**src/rtl/video_pkg.sv**
```systemverilog
// Shared video types and writer FSM encoding for the frame-buffer pattern writer.
package video_pkg;

    typedef logic [23:0] rgb_t;

    localparam rgb_t WHITE = 24'hFF_FFFF;
    localparam rgb_t BLACK = 24'h00_0000;

    localparam int unsigned BURST_DEFAULT = 64;

    typedef enum logic [1:0] {
        IDLE,
        WRITE,
        PAUSE
    } wr_state_t;

endpackage

```
**src/rtl/wshb_if.sv**
```systemverilog
// Wishbone bus bundle shared by the pattern writer and the display reader.
interface wshb_if (
    input logic clk,
    input logic rst
);

    logic [31:0] adr;
    logic [31:0] dat_ms;
    logic [31:0] dat_sm;
    logic        cyc;
    logic        stb;
    logic        we;
    logic [3:0]  sel;
    logic [2:0]  cti;
    logic [1:0]  bte;
    logic        ack;

    modport master (
        input  clk, rst, ack, dat_sm,
        output adr, dat_ms, cyc, stb, we, sel, cti, bte
    );

    modport slave (
        input  clk, rst, adr, dat_ms, cyc, stb, we, sel, cti, bte,
        output ack, dat_sm
    );

endinterface

```
**src/rtl/mire_writer_pixel_scanner.sv**
```systemverilog
// Raster position tracker: x/y counters and a linearly incrementing byte address.
module pixel_scanner
    import video_pkg::*;
#(
    parameter  int unsigned HDISP = 800,
    parameter  int unsigned VDISP = 480,
    localparam int unsigned XW    = (HDISP > 1) ? $clog2(HDISP) : 1,
    localparam int unsigned YW    = (VDISP > 1) ? $clog2(VDISP) : 1
) (
    input  logic          clk_i,
    input  logic          rst_i,
    input  logic          advance_i,
    output logic [XW-1:0] x_nxt_o,
    output logic [YW-1:0] y_nxt_o,
    output logic [31:0]   adr_o,
    output logic          last_o
);

    logic [XW-1:0] x_q, x_d;
    logic [YW-1:0] y_q, y_d;
    logic [31:0]   adr_q, adr_d;
    logic          at_eol;
    logic          at_last;

    assign at_eol  = (x_q == XW'(HDISP - 1));
    assign at_last = at_eol && (y_q == YW'(VDISP - 1));

    // Address steps by one word per pixel so no y*HDISP multiply is needed.
    always_comb begin
        x_d   = x_q;
        y_d   = y_q;
        adr_d = adr_q;
        if (advance_i) begin
            if (at_last) begin
                x_d   = '0;
                y_d   = '0;
                adr_d = '0;
            end else begin
                adr_d = adr_q + 32'd4;
                if (at_eol) begin
                    x_d = '0;
                    y_d = y_q + 1'b1;
                end else begin
                    x_d = x_q + 1'b1;
                end
            end
        end
    end

    always_ff @(posedge clk_i) begin
        if (rst_i) begin
            x_q   <= '0;
            y_q   <= '0;
            adr_q <= '0;
        end else begin
            x_q   <= x_d;
            y_q   <= y_d;
            adr_q <= adr_d;
        end
    end

    assign x_nxt_o = x_d;
    assign y_nxt_o = y_d;
    assign adr_o   = adr_q;
    assign last_o  = at_last;

endmodule

```
**src/rtl/mire_writer.sv**
```systemverilog
// Wishbone master that paints a scrolling grid into the frame buffer, releasing
// the bus after every burst so the display reader can be served.
module mire_writer
    import video_pkg::*;
#(
    parameter  int unsigned HDISP = 800,
    parameter  int unsigned VDISP = 480,
    parameter  int unsigned BURST = BURST_DEFAULT,
    localparam int unsigned XW    = (HDISP > 1) ? $clog2(HDISP) : 1,
    localparam int unsigned YW    = (VDISP > 1) ? $clog2(VDISP) : 1,
    localparam int unsigned BW    = (BURST > 1) ? $clog2(BURST) : 1
) (
    wshb_if.master wshb_ifm,
    input  logic   enable,
    output logic   frame_done
);

    wr_state_t     state_q, state_d;
    logic          cyc_q, cyc_d;
    logic          fd_q, fd_d;
    logic [BW-1:0] burst_q, burst_d;
    logic [7:0]    fc_q, fc_d;
    rgb_t          pix_q, pix_d;

    logic          accept;
    logic          burst_end;
    logic          last;
    logic [XW-1:0] x_nxt;
    logic [YW-1:0] y_nxt;
    logic [31:0]   adr;
    logic          unused_dat_sm;

    function automatic rgb_t pattern(input logic [XW-1:0] x,
                                     input logic [YW-1:0] y,
                                     input logic [7:0]    fc);
        logic [XW:0] sum;
        logic [31:0] sw;
        logic [31:0] yw;
        sum = {1'b0, x} + (XW + 1)'(fc[3:0]);
        sw  = 32'(sum);
        yw  = 32'(y);
        return ((sw[3:0] == 4'd0) || (yw[3:0] == 4'd0)) ? WHITE : BLACK;
    endfunction

    pixel_scanner #(
        .HDISP (HDISP),
        .VDISP (VDISP)
    ) u_scan (
        .clk_i     (wshb_ifm.clk),
        .rst_i     (wshb_ifm.rst),
        .advance_i (accept),
        .x_nxt_o   (x_nxt),
        .y_nxt_o   (y_nxt),
        .adr_o     (adr),
        .last_o    (last)
    );

    assign accept    = cyc_q & wshb_ifm.ack;
    assign burst_end = (burst_q == BW'(BURST - 1));

    always_comb begin
        state_d = state_q;
        burst_d = burst_q;
        fc_d    = fc_q;
        fd_d    = 1'b0;
        unique case (state_q)
            IDLE: begin
                if (enable) state_d = WRITE;
            end
            WRITE: begin
                // A falling enable only takes effect once the pending write is acked.
                if (accept) begin
                    burst_d = burst_end ? '0 : burst_q + 1'b1;
                    if (last) begin
                        fc_d = fc_q + 8'd1;
                        fd_d = 1'b1;
                    end
                    if (burst_end || last || !enable) state_d = PAUSE;
                end
            end
            PAUSE: begin
                burst_d = '0;
                state_d = enable ? WRITE : IDLE;
            end
            default: state_d = IDLE;
        endcase
        cyc_d = (state_d == WRITE);
        pix_d = pattern(x_nxt, y_nxt, fc_d);
    end

    always_ff @(posedge wshb_ifm.clk) begin
        if (wshb_ifm.rst) begin
            state_q <= IDLE;
            cyc_q   <= 1'b0;
            fd_q    <= 1'b0;
            burst_q <= '0;
            fc_q    <= '0;
            pix_q   <= WHITE;
        end else begin
            state_q <= state_d;
            cyc_q   <= cyc_d;
            fd_q    <= fd_d;
            burst_q <= burst_d;
            fc_q    <= fc_d;
            pix_q   <= pix_d;
        end
    end

    assign wshb_ifm.adr    = adr;
    assign wshb_ifm.dat_ms = {8'h00, pix_q};
    assign wshb_ifm.cyc    = cyc_q;
    assign wshb_ifm.stb    = cyc_q;
    assign wshb_ifm.we     = 1'b1;
    assign wshb_ifm.sel    = 4'hF;
    assign wshb_ifm.cti    = 3'b000;
    assign wshb_ifm.bte    = 2'b00;
    assign frame_done      = fd_q;
    assign unused_dat_sm   = ^wshb_ifm.dat_sm;

endmodule
```
**src/flat_wrapper.sv**
```systemverilog
// flat-port wrapper written by rule: the top's interface ports become plain ports
module mire_writer_flat import video_pkg::*;
#(
    parameter  int unsigned HDISP = 800,
    parameter  int unsigned VDISP = 480,
    parameter  int unsigned BURST = BURST_DEFAULT,
    localparam int unsigned XW    = (HDISP > 1) ? $clog2(HDISP) : 1,
    localparam int unsigned YW    = (VDISP > 1) ? $clog2(VDISP) : 1,
    localparam int unsigned BW    = (BURST > 1) ? $clog2(BURST) : 1
)
  (enable, frame_done, clk, rst, wshb_ifm_ack, wshb_ifm_dat_sm, wshb_ifm_adr, wshb_ifm_dat_ms, wshb_ifm_cyc, wshb_ifm_stb, wshb_ifm_we, wshb_ifm_sel, wshb_ifm_cti, wshb_ifm_bte);
  wshb_if wshb_ifm_i (.clk(clk), .rst(rst));
  input  logic enable;
  output logic frame_done;
  input wire logic clk;
  input wire logic rst;
  input wire logic [$bits(wshb_ifm_i.ack)-1:0] wshb_ifm_ack;
  input wire logic [$bits(wshb_ifm_i.dat_sm)-1:0] wshb_ifm_dat_sm;
  output wire logic [$bits(wshb_ifm_i.adr)-1:0] wshb_ifm_adr;
  output wire logic [$bits(wshb_ifm_i.dat_ms)-1:0] wshb_ifm_dat_ms;
  output wire logic [$bits(wshb_ifm_i.cyc)-1:0] wshb_ifm_cyc;
  output wire logic [$bits(wshb_ifm_i.stb)-1:0] wshb_ifm_stb;
  output wire logic [$bits(wshb_ifm_i.we)-1:0] wshb_ifm_we;
  output wire logic [$bits(wshb_ifm_i.sel)-1:0] wshb_ifm_sel;
  output wire logic [$bits(wshb_ifm_i.cti)-1:0] wshb_ifm_cti;
  output wire logic [$bits(wshb_ifm_i.bte)-1:0] wshb_ifm_bte;
  assign wshb_ifm_i.ack = wshb_ifm_ack;
  assign wshb_ifm_i.dat_sm = wshb_ifm_dat_sm;
  assign wshb_ifm_adr = wshb_ifm_i.adr;
  assign wshb_ifm_dat_ms = wshb_ifm_i.dat_ms;
  assign wshb_ifm_cyc = wshb_ifm_i.cyc;
  assign wshb_ifm_stb = wshb_ifm_i.stb;
  assign wshb_ifm_we = wshb_ifm_i.we;
  assign wshb_ifm_sel = wshb_ifm_i.sel;
  assign wshb_ifm_cti = wshb_ifm_i.cti;
  assign wshb_ifm_bte = wshb_ifm_i.bte;
  mire_writer #(.HDISP(HDISP), .VDISP(VDISP), .BURST(BURST)) u_core (.wshb_ifm(wshb_ifm_i), .enable(enable), .frame_done(frame_done));
endmodule
```
**config.mk**
```make
export PLATFORM = sky130hd
export DESIGN_NAME = mire_writer_flat
export DESIGN_NICKNAME = d
export VERILOG_FILES = /design/src/rtl/video_pkg.sv /design/src/rtl/wshb_if.sv /design/src/rtl/mire_writer_pixel_scanner.sv /design/src/rtl/mire_writer.sv /design/src/flat_wrapper.sv
export SDC_FILE = /design/constraint.sdc
export NUM_CORES = 1
export LEC_CHECK = 0
export CAP_MARGIN = 20
export CORE_MARGIN = 2
export CORE_UTILIZATION = 46
export CTS_CLUSTER_SIZE = 40
export DETAILED_ROUTE_END_ITERATION = 12
export PLACE_DENSITY = 0.77
export RECOVER_POWER = 100
export SLEW_MARGIN = 10
export SYNTH_ARGS = -nofsm -noshare
export SYNTH_HDL_FRONTEND = slang
export SYNTH_SLANG_ARGS = --single-unit
export TNS_END_PERCENT = 100
```
**constraint.sdc**
```tcl
create_clock -name clk -period 3.75 [get_ports clk]
set_input_delay 0.9375 -clock clk [delete_from_list [all_inputs] [get_ports clk]]
set_output_delay 0.9375 -clock clk [all_outputs]
set_load 0.03 [all_outputs]
```
Word-level counts from Yosys, hierarchy flattened
Cells that the tools add are included.
{"block": "totals", "ff_bits": 93, "input_bits": 36, "output_inout_bits": 77, "wordCells": 61}
{"block": "classes", "n_addsub": 6, "eq_ne": 7, "n_mux": 20, "bitwise_logic": 3, "reduce_logical": 14}
{"operator": "32-bit by 3-bit adder with 32-bit output (second input constant)", "count": 1}
{"operator": "32-bit 2-to-1 mux", "count": 1}
{"operator": "10-bit 2-to-1 mux", "count": 3}
{"operator": "24-bit 2-to-1 mux", "count": 1}
{"operator": "9-bit 2-to-1 mux", "count": 2}
{"operator": "4-bit 2-to-1 mux", "count": 4}
{"operator": "6-bit 2-to-1 mux", "count": 2}
{"operator": "6-bit case mux with 2 select lines", "count": 1}
{"operator": "10-bit by 1-bit adder with 10-bit output (second input constant)", "count": 1}
{"operator": "10-bit == test (second input constant)", "count": 1}
{"operator": "9-bit by 1-bit adder with 9-bit output (second input constant)", "count": 1}
{"operator": "9-bit == test (second input constant)", "count": 1}
{"operator": "8-bit by 1-bit adder with 8-bit output (second input constant)", "count": 1}
{"operator": "4-bit logical NOT", "count": 2}
{"operator": "6-bit by 1-bit adder with 6-bit output (second input constant)", "count": 1}
{"operator": "6-bit == test (second input constant)", "count": 1}
{"operator": "2-bit 2-to-1 mux", "count": 3}
{"operator": "2-bit case mux with 3 select lines", "count": 1}
{"operator": "4-bit adder", "count": 1}
{"operator": "2-bit by 1-bit == test with 1-bit output (second input constant)", "count": 2}
{"operator": "2-bit AND reduction", "count": 2}
{"operator": "2-bit nonzero test", "count": 2}
{"operator": "1-bit logical OR", "count": 3}
{"operator": "3-bit AND reduction", "count": 1}
{"operator": "other kinds (9)", "count": 11}

Depth between registers and ports, before layout
Gate-level depths: netlist of run 1.
{"block": "logic_depth", "word_depth": 9, "depth_mapped": 13, "ltp_nobuf": 11}

Cells and area by module
A second synthesis of run 1 with hierarchy kept.
{"block": "unflattened", "hier_cells": 423, "hier_area_um2": 3532.1}
{"mod": "pixel_scanner", "n_inst": 1, "cells_per_inst": 296, "area_per_inst_um2": 2424.8, "seq_area_each_um2": 980.9}
{"mod": "mire_writer", "n_inst": 1, "cells_per_inst": 127, "area_per_inst_um2": 1107.3, "seq_area_each_um2": 300.3}

Least setup slack after synthesis of run 1
No wires, ideal clock.
{"block": "synth_path", "path_kind": "input to register", "from": "input wshb_ifm_ack", "to": "register u_core.pix_q[22]", "setup_time_ns": 0.079, "t_arrival_ns": 3.337, "t_required_ns": 3.671, "slack_ns": 0.334, "cell_stages": 11, "n_path_buf": 1, "path_cell_list": "and2_1 > and4_1 > clkbuf_1 > nand3_1 > xnor2_1 > ha_1 > fa_1 > xor2_1 > nor3_1 > or4b_2 > o211ai_1"}
{"block": "synth_via", "elab_chain_cells": 7, "elab_cells_between_ends": 10, "cone_classes": "add/sub: 1; mux: 5; bitwise: 1; reduce/logical: 3"}
{"element": "from (decl)", "line": "flat_wrapper.sv:17", "text": "input wire logic [$bits(wshb_ifm_i.ack)-1:0] wshb_ifm_ack;"}
{"element": "1-bit AND", "line": "mire_writer.sv:58", "text": "assign accept = cyc_q & wshb_ifm.ack;"}
{"element": "4-bit 2-to-1 mux", "line": "mire_writer.sv:72", "text": "if (accept) begin"}
{"element": "4-bit 2-to-1 mux", "line": "mire_writer.sv:66", "text": "unique case (state_q)"}
{"element": "named net u_core.fc_d[0]", "line": "mire_writer.sv:22", "text": "logic [7:0] fc_q, fc_d;"}
{"element": "4-bit adder", "line": "mire_writer.sv:39", "text": "sum = {1'b0, x} + (XW + 1)'(fc[3:0]);"}
{"element": "4-bit logical NOT", "line": "mire_writer.sv:42", "text": "return ((sw[3:0] == 4'd0) || (yw[3:0] == 4'd0)) ? WHITE : BLACK;"}
{"element": "1-bit logical OR", "line": "mire_writer.sv:42"}
{"element": "24-bit 2-to-1 mux", "line": "mire_writer.sv:42"}
{"element": "to (signal assigned)", "line": "mire_writer.sv:105", "text": "pix_q <= pix_d;"}
{"element": "to (decl)", "line": "mire_writer.sv:23", "text": "rgb_t pix_q, pix_d;"}
The timed path passes the listed nets, and every way through them passes these cells.
A chain may end at the register's enable or synchronous reset.

Worst setup path after layout of run 1
Same ends and word-level chain as after synthesis.

==> results of run 1 <==
per-stage QoR:
step	util, %	instances
floorplan	-	429
global placement	53.7	538
detailed placement	53.7	538
CTS	56.5	554
global route	56.4	554
finish	56.4	554
per-layer routing:
metal | part of all wire (%) | GRT usage [%] | vias up
li1 | - | - | 1429
met1 | 46 | 20.6 | 1321
met2 | 48 | 30.2 | 71
met3 | 4.8 | 5.51 | 12
met4 | 1.0 | 5.51 | 0
met5 | 0 | 0 | -
Yosys cell counts, drive strengths merged:
master	count	share of area [%]
a21boi	1	0.22
a21o	3	0.66
a21oi	23	3.4
a221oi	1	0.26
a22oi	1	0.22
a31o	2	0.51
a31oi	1	0.18
and2	3	0.55
and3	7	1.3
and4	3	0.77
buf	48	10
clkbuf	12	1.3
conb	2	0.22
dfxtp	64	37
fa	1	0.58
ha	8	2.9
inv	12	1.3
mux2	2	0.66
mux2i	2	0.58
nand2	26	2.8
nand2b	1	0.18
nand3	13	1.9
nand3b	2	0.44
nand4	21	4.5
nand4b	1	0.26
nor2	50	5.5
nor2b	7	1.3
nor3	8	1.2
nor3b	1	0.22
nor4	4	0.73
nor4b	1	0.26
o211ai	3	0.66
o21ai	16	2.3
o21bai	2	0.44
or2	2	0.36
or3	15	2.8
or4	3	0.91
or4b	1	0.29
xnor2	19	4.9
xor2	19	4.9
critical path: cells and delay by family:
kind            cells  cell delay (ns)
fa+ha+maj           2             0.65
xor+xnor            2             0.36
compound gates      1             0.10
simple gates        5             1.32
buf+inv             1             0.48
cells by family after synthesis:
logic type / after synthesis
fa+ha+maj: 9
simple gates: 169
xor+xnor: 38
other cells: 2
mux: 4
flops: 64
compound gates: 53
buf+inv: 72
state kept, by name (all words and copies together), names as in the netlist:
register / flops
u_core.wshb_ifm.cyc: 1
u_core.pix_q: 1
u_core.state_q: 2
u_core.burst_q: 6
u_core.fc_q: 4
u_core.frame_done: 1
u_core.u_scan.x_q: 10
u_core.u_scan.y_q: 9
u_core.u_scan.adr_o: 30
layout make-up:
type / instances / area (um^2) / share of cell area, %
multi-input combinational: 293 / 1770 / 43.3
inverter: 12 / 45.0 / 1.10
clock inverter: 5 / 55.1 / 1.35
sequential: 64 / 1280 / 31.3
tap: 99 / 124 / 3.03
clock buffer: 11 / 151 / 3.70
timing repair buffer: 70 / 664 / 16.2
power groups by stage:
stage / Clock [mW] / Combinational (mW) / Sequential (mW)
after global placement: 0 / 0.0871 / 0.708
after detailed placement: 0 / 0.0884 / 0.708
after CTS: 0.617 / 0.0890 / 0.692
final: 0.603 / 0.0870 / 0.692
after global routing: 0.646 / 0.0941 / 0.693
after floorplan: 0 / 0.0797 / 0.709
placed cells by master (no fill, tap or decap), types with 2 or more instances in the layout:
cell,synthesis,final
or3_1,14,14
nor2b_1,7,7
a21oi_1,23,23
or4_4,2,2
clkbuf_8,0,11
buf_4,44,6
nor3_1,8,8
dlygate4sd3_1,0,57
o21bai_1,2,2
o21ai_0,16,16
a31o_2,2,2
o211ai_1,3,3
nand4_1,19,19
xnor2_1,19,19
and3_1,7,7
clkdlybuf4s50_1,0,3
or2_2,2,2
inv_1,12,12
dfxtp_1,64,64
nor4_1,4,4
nand3b_1,2,2
mux2i_1,2,2
nand2_1,26,26
a21o_1,3,3
conb_1,2,20
and2_1,3,3
clkinvlp_4,0,2
clkinv_2,0,2
and4_1,3,3
clkbuf_1,12,3
nor2_1,50,50
xor2_1,19,19
ha_1,8,8
nand3_1,13,13
worst paths after layout:
check	start	endpoint	slack, ns	depth (start not counted)
worst max-delay path	wshb_ifm_ack	u_core.pix_q[22]	0.17	11
worst min register to register	u_core.u_scan.adr_o[31]	u_core.u_scan.adr_o[31]	0.49	2
worst max register to register	u_core.u_scan.y_q[0]	u_core.pix_q[22]	0.36	11
worst min-delay path	u_core.u_scan.adr_o[31]	u_core.u_scan.adr_o[31]	0.49	2
==> flow_metrics.tcl, run 1 <==
set metrics [dict create \
    status "complete, but fails checks" \
    violations "max-capacitance violations, max-slew violations" \
    fillCellCount 678 \
    drive_above_1_share_pct 7.69 \
    grt_overflow 0 \
    via_per_inst 5.11 \
    grt_pass1_vias 2739 \
    period_minus_slack_ns 3.58 \
    gp_congestion 0.762 \
    ioPinCount 113 \
    power.internal_mw 1.05 \
    ir_drop_mv 0.218 \
    cts_root_buf "clkbuf_8" \
    area_growth_pct 19.3 \
    die-area_mm2 0.00816 \
    syn_avg_cell_area_um2 8.34 \
    switching_power_mw 0.333 \
    num_rows 31 \
    cts_buffer_depth 2 \
    fin_area_mm2 0.00409 \
    arrival_ns 3.85 \
    fin_skew_ns 0.0104 \
    p_sw_share_pct 24.1 \
    cts_setup_buffers 0 \
    die_w_um 90.3 \
    holdBufCountCts 0 \
    slowest_delay_ns 0.60 \
    synthesis.instances 411 \
    fin_crit_sh_pct 95.4 \
    grt.total_usage_pct 17.5 \
    power_mw 1.38 \
    maxCapViolations 1 \
    clkLatencyLatePin_ns 0.35 \
    io_buffers 60 \
    antennaDiodeCount 0 \
    ant_nets 0 \
    combPwrFrac_pct 6.3 \
    synth-seq-cells 64 \
    synth-warning-count 0 \
    cp_cell_sequence "clkdlybuf4s50_1 -> and2_1 -> and4_1 -> nand3_1 -> xnor2_1 -> ha_1 -> fa_1 -> xor2_1 -> nor3_1 -> or4b_2 -> o211ai_1" \
    fin_ws_ns 0.173 \
    p_leak_nw 1.55 \
    synth_compound_area_share_pct 8.83 \
    worst-path-max-fanout 3 \
    grt_pass1_wl_um 12000 \
    synth_top_family_by_area "simple AND/OR/NAND/NOR gates" \
    startpoint_type "primary input" \
    clk_pin_slew_ns 0.07 \
    pre_cts_ws_ns -0.176 \
    grt_start_max_net_pins 37 \
    power.density_mw_per_mm2 338 \
    antenna_found_initial 0 \
    fp.coreArea_mm2 0.00725 \
    final_nets 495 \
    vias 2833 \
    worstMarginPinSlew_ns 1.61 \
    rsz0062_at_grt "no" \
    synth_xor_xnor_area_share_pct 9.71 \
    post_cts_resized 0 \
    h-tree-depth 3 \
    post_dp_cell_area_mm2 0.00389 \
    setup_viol 0 \
    slew_viol_final 37 \
    cts_buffers 9 \
    hold_viol_final 0 \
    whs_ns 0.486 \
    yosys.cell_types.count 47 \
    fin_setup_tns_ns 0 \
    dr.first_iter.drc_count 149 \
    wl_per_cell_um 12.5 \
    yosys.area_share.simple_pct 26.1 \
    cp_slowest_cell "or4b_2" \
    hp-class "flip-flop to flip-flop" \
    netlist_area_mm2 0.00343 \
    pwr-share-clk_pct 43.6 \
    yosys.area_share.adder_pct 3.50 \
    seq_area_frac_synth_pct 37.4 \
    wl_um 6910 \
    hpwl_um 5010 \
    max_freq_ghz 0.280 \
    path_class "primary input to flip-flop" \
    first_pass_iters 4 \
    drcViolationCount 0 \
    die-height_um 90.3 \
    cts.sinks 64 \
    synthMuxAreaShare_pct 1.24 \
    crit_path_end_kind "flip-flop" \
    slew_headroom_pct -7.48 \
    share_seq_of_total_power_pct 50.1 \
    initial_core_util_pct 47.3 \
    required_ns 4.02 \
    cts_tree "built" \
]
(Power assumes the default switching activity.)
==> run 2, diff against run 1 <==
- ABC_AREA: not set -> 1
- CORE_UTILIZATION: 46 -> 48
- PLACE_DENSITY: 0.77 -> 0.78
==> run 2 against run 1 <==
Net effect:
- the flow now finishes without violations
- clock skew down 0.0049 ns
- combinational power down 4.7%
- sequential share of layout area down 2.6 points
- global-route usage up 1.2 points
- setup slack better by 0.24 ns
- via count up 17%
- area after synthesis up 11%
- critical path type unchanged
- largest cell class unchanged
- highest routed layer unchanged
==> flow_metrics.tcl, run 2 <==
set metrics [dict create \
    cts_buffers 9 \
    num_rows 32 \
    grt.total_usage_pct 18.7 \
    power.density_mw_per_mm2 320 \
    path_class "primary input to flip-flop" \
    yosys-top-cells-count "nand2_1, inv_1, dfxtp_1" \
    final_nets 625 \
    wl_um 7740 \
    io_buffers 60 \
    hpwl_um 5950 \
    power_mw 1.43 \
    synth_area_leaders "dfxtp_1, nand2_1, buf_4" \
    yosys.cell_types.count 46 \
    fin_ws_ns 0.416 \
    cts_root_buf "clkbuf_8" \
    grt_pass1_wl_um 13200 \
    cts_tree "built" \
    grt_pass1_vias 3107 \
    status "finished clean" \
    antennaDiodeCount 0 \
    worst-path-max-fanout 9 \
    synth.most_common_cell "nand2_1" \
    p_leak_nw 2.00 \
    grt_overflow 0 \
    mostFrequentLayoutCell "nand2_1" \
    largest_reg_flops 30 \
    gp_congestion 0.844 \
    pre_cts_ws_ns 0.144 \
    drive_above_1_share_pct 7.53 \
    setup_viol 0 \
    die_w_um 93.0 \
    crit_path_end_kind "flip-flop" \
    ant_nets 0 \
    whs_ns 0.486 \
    dr.first_iter.drc_count 158 \
    startpoint_type "primary input" \
    h-tree-depth 3 \
    post_cts_resized 0 \
    synth-warning-count 0 \
    vias 3324 \
    synth_top_area_share_pct 33.7 \
    maxCapViolations 0 \
    cts_setup_buffers 0 \
    period_minus_slack_ns 3.33 \
    ioPinCount 113 \
    fin_skew_ns 0.00553 \
    mostFrequentLayoutCells "nand2_1, inv_1, dfxtp_1, nor2_1, dlygate4sd3_1" \
    async_reset_ff_share_pct 0 \
    netlist_area_mm2 0.00381 \
    clk_pin_slew_ns 0.07 \
    via_per_inst 4.85 \
    initial_core_util_pct 49.5 \
    worstMarginPinSlew_ns 0.626 \
    share_seq_of_total_power_pct 48.2 \
    p_sw_share_pct 22.4 \
    hp-class "flip-flop to flip-flop" \
    ys.flop_type "dfxtp_1" \
    syn_avg_cell_area_um2 7.06 \
    rsz0062_at_grt "no" \
    antenna_found_initial 0 \
    clkLatencyLatePin_ns 0.33 \
    seq_area_frac_synth_pct 33.7 \
    synth_edf_count 0 \
    area_growth_pct 17.2 \
    cts_buffer_depth 2 \
    required_ns 4.03 \
    max_freq_ghz 0.300 \
    slew_viol_final 0 \
    pwr-share-clk_pct 46.0 \
    fp.coreArea_mm2 0.00769 \
    fin_crit_sh_pct 88.9 \
    synth-seq-cells 64 \
    drcViolationCount 0 \
    power.internal_mw 1.11 \
    cts.sinks 64 \
    fin_setup_tns_ns 0 \
    die-height_um 93.0 \
    combPwrFrac_pct 5.8 \
    slew_headroom_pct 58.2 \
    wl_per_cell_um 11.3 \
    hold_viol_final 0 \
    first_pass_iters 4 \
    die-area_mm2 0.00866 \
    synthesis.instances 539 \
    ir_drop_mv 0.371 \
    synth_top_area_cell "dfxtp_1" \
    arrival_ns 3.62 \
    holdBufCountCts 0 \
    grt_start_max_net_pins 25 \
    switching_power_mw 0.320 \
]
run 2: power groups by stage:
stage | clock, mW | combinational, mW | sequential [mW]
after floorplan | 0 | 0.0798 | 0.706
after global placement | 0 | 0.0837 | 0.703
after detailed placement | 0 | 0.0847 | 0.704
after CTS | 0.672 | 0.0853 | 0.688
after global routing | 0.702 | 0.0903 | 0.688
final | 0.657 | 0.0829 | 0.688
run 2: critical path, stage by stage:
cell and delay, ns:
clkdlybuf4s50_1 0.39, nand2_1 0.29, nor2_4 0.10, nand4_1 0.19
clkinv_1 0.13, or2_2 0.28, nand2_1 0.08, inv_1 0.05
ha_1 0.22, fa_1 0.47, nor2_1 0.09, o21ai_0 0.07
a21oi_1 0.16, nand2_1 0.09, nand2_1 0.06
run 2: worst paths after layout:
kind                   startpoint                end  slack [ns]  depth (start not counted)
max                  wshb_ifm_ack   u_core.pix_q[22]        0.42                         15
min             u_core.burst_q[5]  u_core.burst_q[5]        0.49                          2
max reg2reg  u_core.u_scan.y_q[0]   u_core.pix_q[22]        0.91                         16
min reg2reg     u_core.burst_q[5]  u_core.burst_q[5]        0.49                          2
run 2: through the flow:
stage / cell area, um^2 / std cells / util, %
finish: 4460 / 686 / 58.0
global route: 4460 / 686 / 58.0
CTS: 4470 / 686 / 58.2
detailed placement: 4250 / 671 / 55.3
global placement: 4250 / 671 / 55.3
floorplan: 3870 / 557 / -
run 2: area by class of cell:
class	count	area, um^2
clock buffer	12	155
clock inverter	3	65.1
fill	735	3230
inverter	82	308
multi-input combinational	360	1900
sequential	64	1280
tap	102	128
timing repair buffer	63	619
run 2: kinds of logic after synthesis:
logic type                 after synthesis  synth area share (%)
AOI/OAI and AO/OA                       72                  10.8
xor gates and xnor gates                 6                  1.38
adders and majority gates                9                  3.16
buffers and inverters                  133                  17.9
DFF                                     64                  33.7
other                                    2                 0.197
and+or+nand+nor                        253                  32.8
run 2: layer usage:
layer  track usage, %  vias up  routed length (um)
met5                0        -                   0
met4             6.50        0                  60
met3             4.67        6                 383
met2             33.3       77                3870
met1             21.7     1498                3430
li1                 -     1743                   -
==> edit 1, RTL diff (settings of run 2) <==
`VDISP` is set to 480 in 3 places; all go to 1920.
--- a/src/rtl/mire_writer_pixel_scanner.sv
+++ b/src/rtl/mire_writer_pixel_scanner.sv
@@ -5,3 +5,3 @@
     parameter  int unsigned HDISP = 800,
-    parameter  int unsigned VDISP = 480,
+    parameter  int unsigned VDISP = 1920,
     localparam int unsigned XW    = (HDISP > 1) ? $clog2(HDISP) : 1,
--- a/src/rtl/mire_writer.sv
+++ b/src/rtl/mire_writer.sv
@@ -6,3 +6,3 @@
     parameter  int unsigned HDISP = 800,
-    parameter  int unsigned VDISP = 480,
+    parameter  int unsigned VDISP = 1920,
     parameter  int unsigned BURST = BURST_DEFAULT,
--- a/src/flat_wrapper.sv
+++ b/src/flat_wrapper.sv
@@ -4,3 +4,3 @@
     parameter  int unsigned HDISP = 800,
-    parameter  int unsigned VDISP = 480,
+    parameter  int unsigned VDISP = 1920,
     parameter  int unsigned BURST = BURST_DEFAULT,
Behaviour: same outputs for any inputs over 10 cycles, from zero or initial values and one cycle with rst high; that may be too few to reach the edited logic, so the function may still have changed.
==> edit 1 against run 2 <==
Total power shrank 1.4%. Critical path depth is 3 higher. Count of clock-buffer cells in the layout fell by 1. Sequential cell count up 2. Synthesized area up 5.1%. Setup slack improved by 0.028 ns. Synthesized cell count increased by 12%. Design area grew 3.6%. Routed wire length is 20% higher. Via count grew 16%. Largest power group unchanged.
==> edit 1: results (changes against run 2) <==
- Status: complete, no violations
- Met1 Resource Use GR: 24.4% (+2.8 points)
- Initial Util: 49.2% (-0.32 points)
- DR iter-0 viols: 213 (+35%)
- Library cells used by synthesis: 42 (-8.7%)
- Fillers: 774 (+5.3%)
- R2r startpoint: u_core.u_scan.x_q[0]
- Nets: 691 (+11%)
- Post-synthesis adder-cell area fraction: 3.00% (-0.15 points)
- Gpl congestion: 0.941 (+11%)
- Total track usage: 21.3% (+2.6 points)
- CP Data Arrival Time: 3.53 ns (-0.09 ns)
- CTS sink count: 66 (+3.1%)
- Ranking of synthesized cells by area: dfxtp_1, nand2_1, buf_4
- Hold Crit Start: u_core.u_scan.y_q[5]
- Number of multi-input logic gates: 422 (+17%)
- Met2 Track Usage GR: 37.9% (+4.6 points)
- Final std cells w/o fill: 754 (+9.9%)
- Mean Syn Cell Area: 6.64 µm² (-6.0%)
- DR WL met2: 4.65 mm (+20%)
- Buffering overhead: 13.7% (-0.16 points)
- Worst hold endpoint: u_core.u_scan.y_q[5]
- R2r worst-path depth: 18 (+2)
- HPWL after DPL: 6.95 mm (+17%)
- Placed insts: 740 (+10%)
- Power Clock: 0.608 mW (-7.5%)
- Met3 Usage GRT: 5.30% (+0.62 points)
- Setup Skew: 0.00779 ns (+0.00226 ns)
- Die W: 95.3 µm (+2.4%)
## edit 1: changes by cell type after synthesis, sizes merged, moves of 3 or more
cell          run 2  this run
o21ai            23        20
nor3b             0         5
nand2           102       129
nor2             68        92
nand3            37        50
xor2              5         2
nand4            14        17
## edit 1: logic make-up (layout without fill, tap and decap cells)
logic type	after synthesis	count (layout)
AOI/OAI and AO/OA	68	68
xor gates and xnor gates	3	3
adders and majority gates	9	9
buffers and inverters	133	161
DFF	66	66
other	2	20
and+or+nand+nor	322	322
## edit 1: critical path: stages
cell and delay (ns):
clkdlybuf4s50_1 0.51, nand2_4 0.13, clkinvlp_2 0.21, nand3_1 0.15
nor2_2 0.22, nand2_2 0.09, nand2_1 0.13, inv_1 0.06
ha_1 0.27, a21o_1 0.19, a21oi_1 0.17, inv_1 0.06
nand2_1 0.07, nand2_1 0.06, inv_1 0.05, nand2_1 0.04
nand3_1 0.11, nand2_1 0.08
==> edit 2, RTL diff (flow settings as in run 2) <==
Made on the original files. Take the reset off `y_q` and load it in a clocked block of its own.
--- a/src/rtl/mire_writer_pixel_scanner.sv
+++ b/src/rtl/mire_writer_pixel_scanner.sv
@@ -52,3 +52,2 @@
             x_q   <= '0;
-            y_q   <= '0;
             adr_q <= '0;
@@ -56,5 +55,8 @@
             x_q   <= x_d;
-            y_q   <= y_d;
             adr_q <= adr_d;
         end
+    end
+
+    always_ff @(posedge clk_i) begin
+        y_q <= y_d;
     end
Behaviour: same outputs for any inputs over 10 cycles, from zero or initial values and one cycle with rst high; that may be too few to reach the edited logic, so the function may still have changed.
==> edit 2 against run 2 <==
Setup slack better by 0.21 ns. Register-to-register slack better by 0.15 ns. Routed wire length up 9.4%. Synthesized area up 2.0%. Design area up 1.8%. Sequential cell count unchanged. Non-clock buffer count up 2. Final cell count up 7.1%. Critical path type unchanged. Highest routed layer unchanged.
Power is not compared: it rests on default switching activity, and its combinational part moved more than twofold at a synthesized area within 25%.
==> edit 2: results (changes against run 2) <==
- Post-CTS setup buffers: 0 (unchanged)
- DR vias/cell: 4.92 (+1.6%)
- Ys Warns: 0 (unchanged)
- N_diodes: 0 (unchanged)
- Initial antenna violation count: 0 (unchanged)
- Clock Latency Late Sink: approximately 0.34 ns
- Static Leak: 1.82 nW
- HPWL after DPL: 6.47 mm (+8.6%)
- Register area share after synthesis: 34.3% (+0.63 points)
- FFs w/ async S/R, synth: 0% (unchanged)
- DR iter-0 viols: 171 (+8.2%)
- Root buffer cell: clkbuf_8
- Max Fanout on Critical Path: 5 (-4)
- Worst path max stage delay: 0.55 ns (+0.08 ns)
- Nets: 673 (+7.7%)
- Library cells used by synthesis: 35 (-24%)
- Largest net degree at the start of global routing: 25 (unchanged)
- Most used DFF post-synth: dfxtp_1
- Gpl congestion: 0.916 (+8.5%)
- VDD IR max: around 0.19 mV
- Status: complete, no violations
- First-pass GRT wire length: 14.2 mm (+7.7%)
- Max reg flops: 30 (unchanged)
- Total track usage: 19.8% (+1.1 points)
- Port bufs: 60 (unchanged)
- Top cells by count, synth: nand2_1, nor2_1, inv_1
- Post-CTS Resized: 0 (unchanged)
- Slew @ Worst Pin: 0.679 ns (+0.0529 ns)
- Hold Crit Class: flip-flop to flip-flop
- Ranking of synthesized cells by area: dfxtp_1, nand2_1, nor2_1
- Largest buffer count on any clock path: 2 (unchanged)
- Vias in the first global route: 3393 (+9.2%)
- CP Data Arrival Time: 3.40 ns (-0.22 ns)
- Crit-path slowest cell: dlygate4sd3_1
- DR WL/cell: 11.5 µm (+2.2%)
- Clock-pin slew on the worst setup and hold paths: 0.07 ns (about the same)
- Proportion of layout cells with a drive suffix above 1: 5.69% (-1.8 points)
- Total CTS buffers: 9 (unchanged)
- Setup Skew: 0.00924 ns (+0.00371 ns)
- CTS H-tree depth: 3 (unchanged)
- DR pass1 iterations: 4 (unchanged)
- Crit path max-delay family: simple AND/OR/NAND/NOR gates
- Post-synth EDFFs: 5 (+5)
- Dpl ws: 0.384 ns (+0.240 ns)
[edit 2: report_power, final]
part / total, mW / switching, mW / internal, mW / leakage, nW
registers: 0.701 / 0.00866 / 0.693 / 0.535
clock network: 0.585 / 0.281 / 0.304 / 0.0920
logic: 0.172 / 0.123 / 0.0488 / 1.20
[edit 2: stage by stage]
stage	util [%]	hold WS, ns	area [µm²]	instances
after floorplan	-	0.458	3950	601
after global placement	56.2	0.470	4360	719
after detailed placement	56.2	0.484	4360	719
after CTS	58.6	0.496	4550	735
after global routing	58.4	0.518	4540	735
final	58.4	0.498	4540	735
[edit 2: final cells by class]
| type | instances | area [µm²] |
|---|---|---|
| well taps | 102 | 128 |
| flip-flops and latches | 64 | 1330 |
| repair buffers | 65 | 634 |
| clock inverters | 6 | 60.1 |
| clock buffers | 10 | 128 |
| fillers | 730 | 3230 |
| multi-input cells | 413 | 1980 |
| inverters | 75 | 282 |
[edit 2: routing by layer]
| metal | wire [µm] | GRT usage [%] | vias to the layer above |
|---|---|---|---|
| li1 | - | - | 1877 |
| met1 | 3680 | 23.2 | 1644 |
| met2 | 4270 | 35.8 | 87 |
| met3 | 400 | 3.21 | 9 |
| met4 | 122 | 7.85 | 0 |
| met5 | 0 | 0 | - |
[edit 2: worst register-to-register path, cell delays in order (launching register included)]
cell and delay, ns:
dfxtp_1 0.36, inv_1 0.07, nor2_1 0.14, nand3_1 0.15, nor2_1 0.28, nand3_1 0.22, nand2_1 0.10, inv_1 0.05
nor2_1 0.12, ha_1 0.19, inv_1 0.06, fa_1 0.54, nand2_1 0.05, nor3_1 0.13, nand3_1 0.09, nand2_1 0.08
[edit 2: path summary, 6_finish.rpt]
check | startpoint | end | slack [ns] | cells past startpoint
worst max-delay path | wshb_ifm_ack | u_core.pix_q[22] | 0.63 | 16
worst max register to register | u_core.u_scan.x_q[4] | u_core.pix_q[22] | 1.06 | 15
worst min register to register | u_core.burst_q[1] | u_core.burst_q[1] | 0.50 | 2
worst min-delay path | u_core.burst_q[1] | u_core.burst_q[1] | 0.50 | 2
[edit 2: cell families after synthesis]
group	after synthesis	share of synthesized area (%)
other	2	0.193
adder cells (fa/ha/maj)	9	3.09
XOR/XNOR	8	1.80
buffers and inverters	124	16.3
flip-flops	64	34.3
AND/OR/NAND/NOR	332	38.1
AO/OA/AOI/OAI	44	6.19
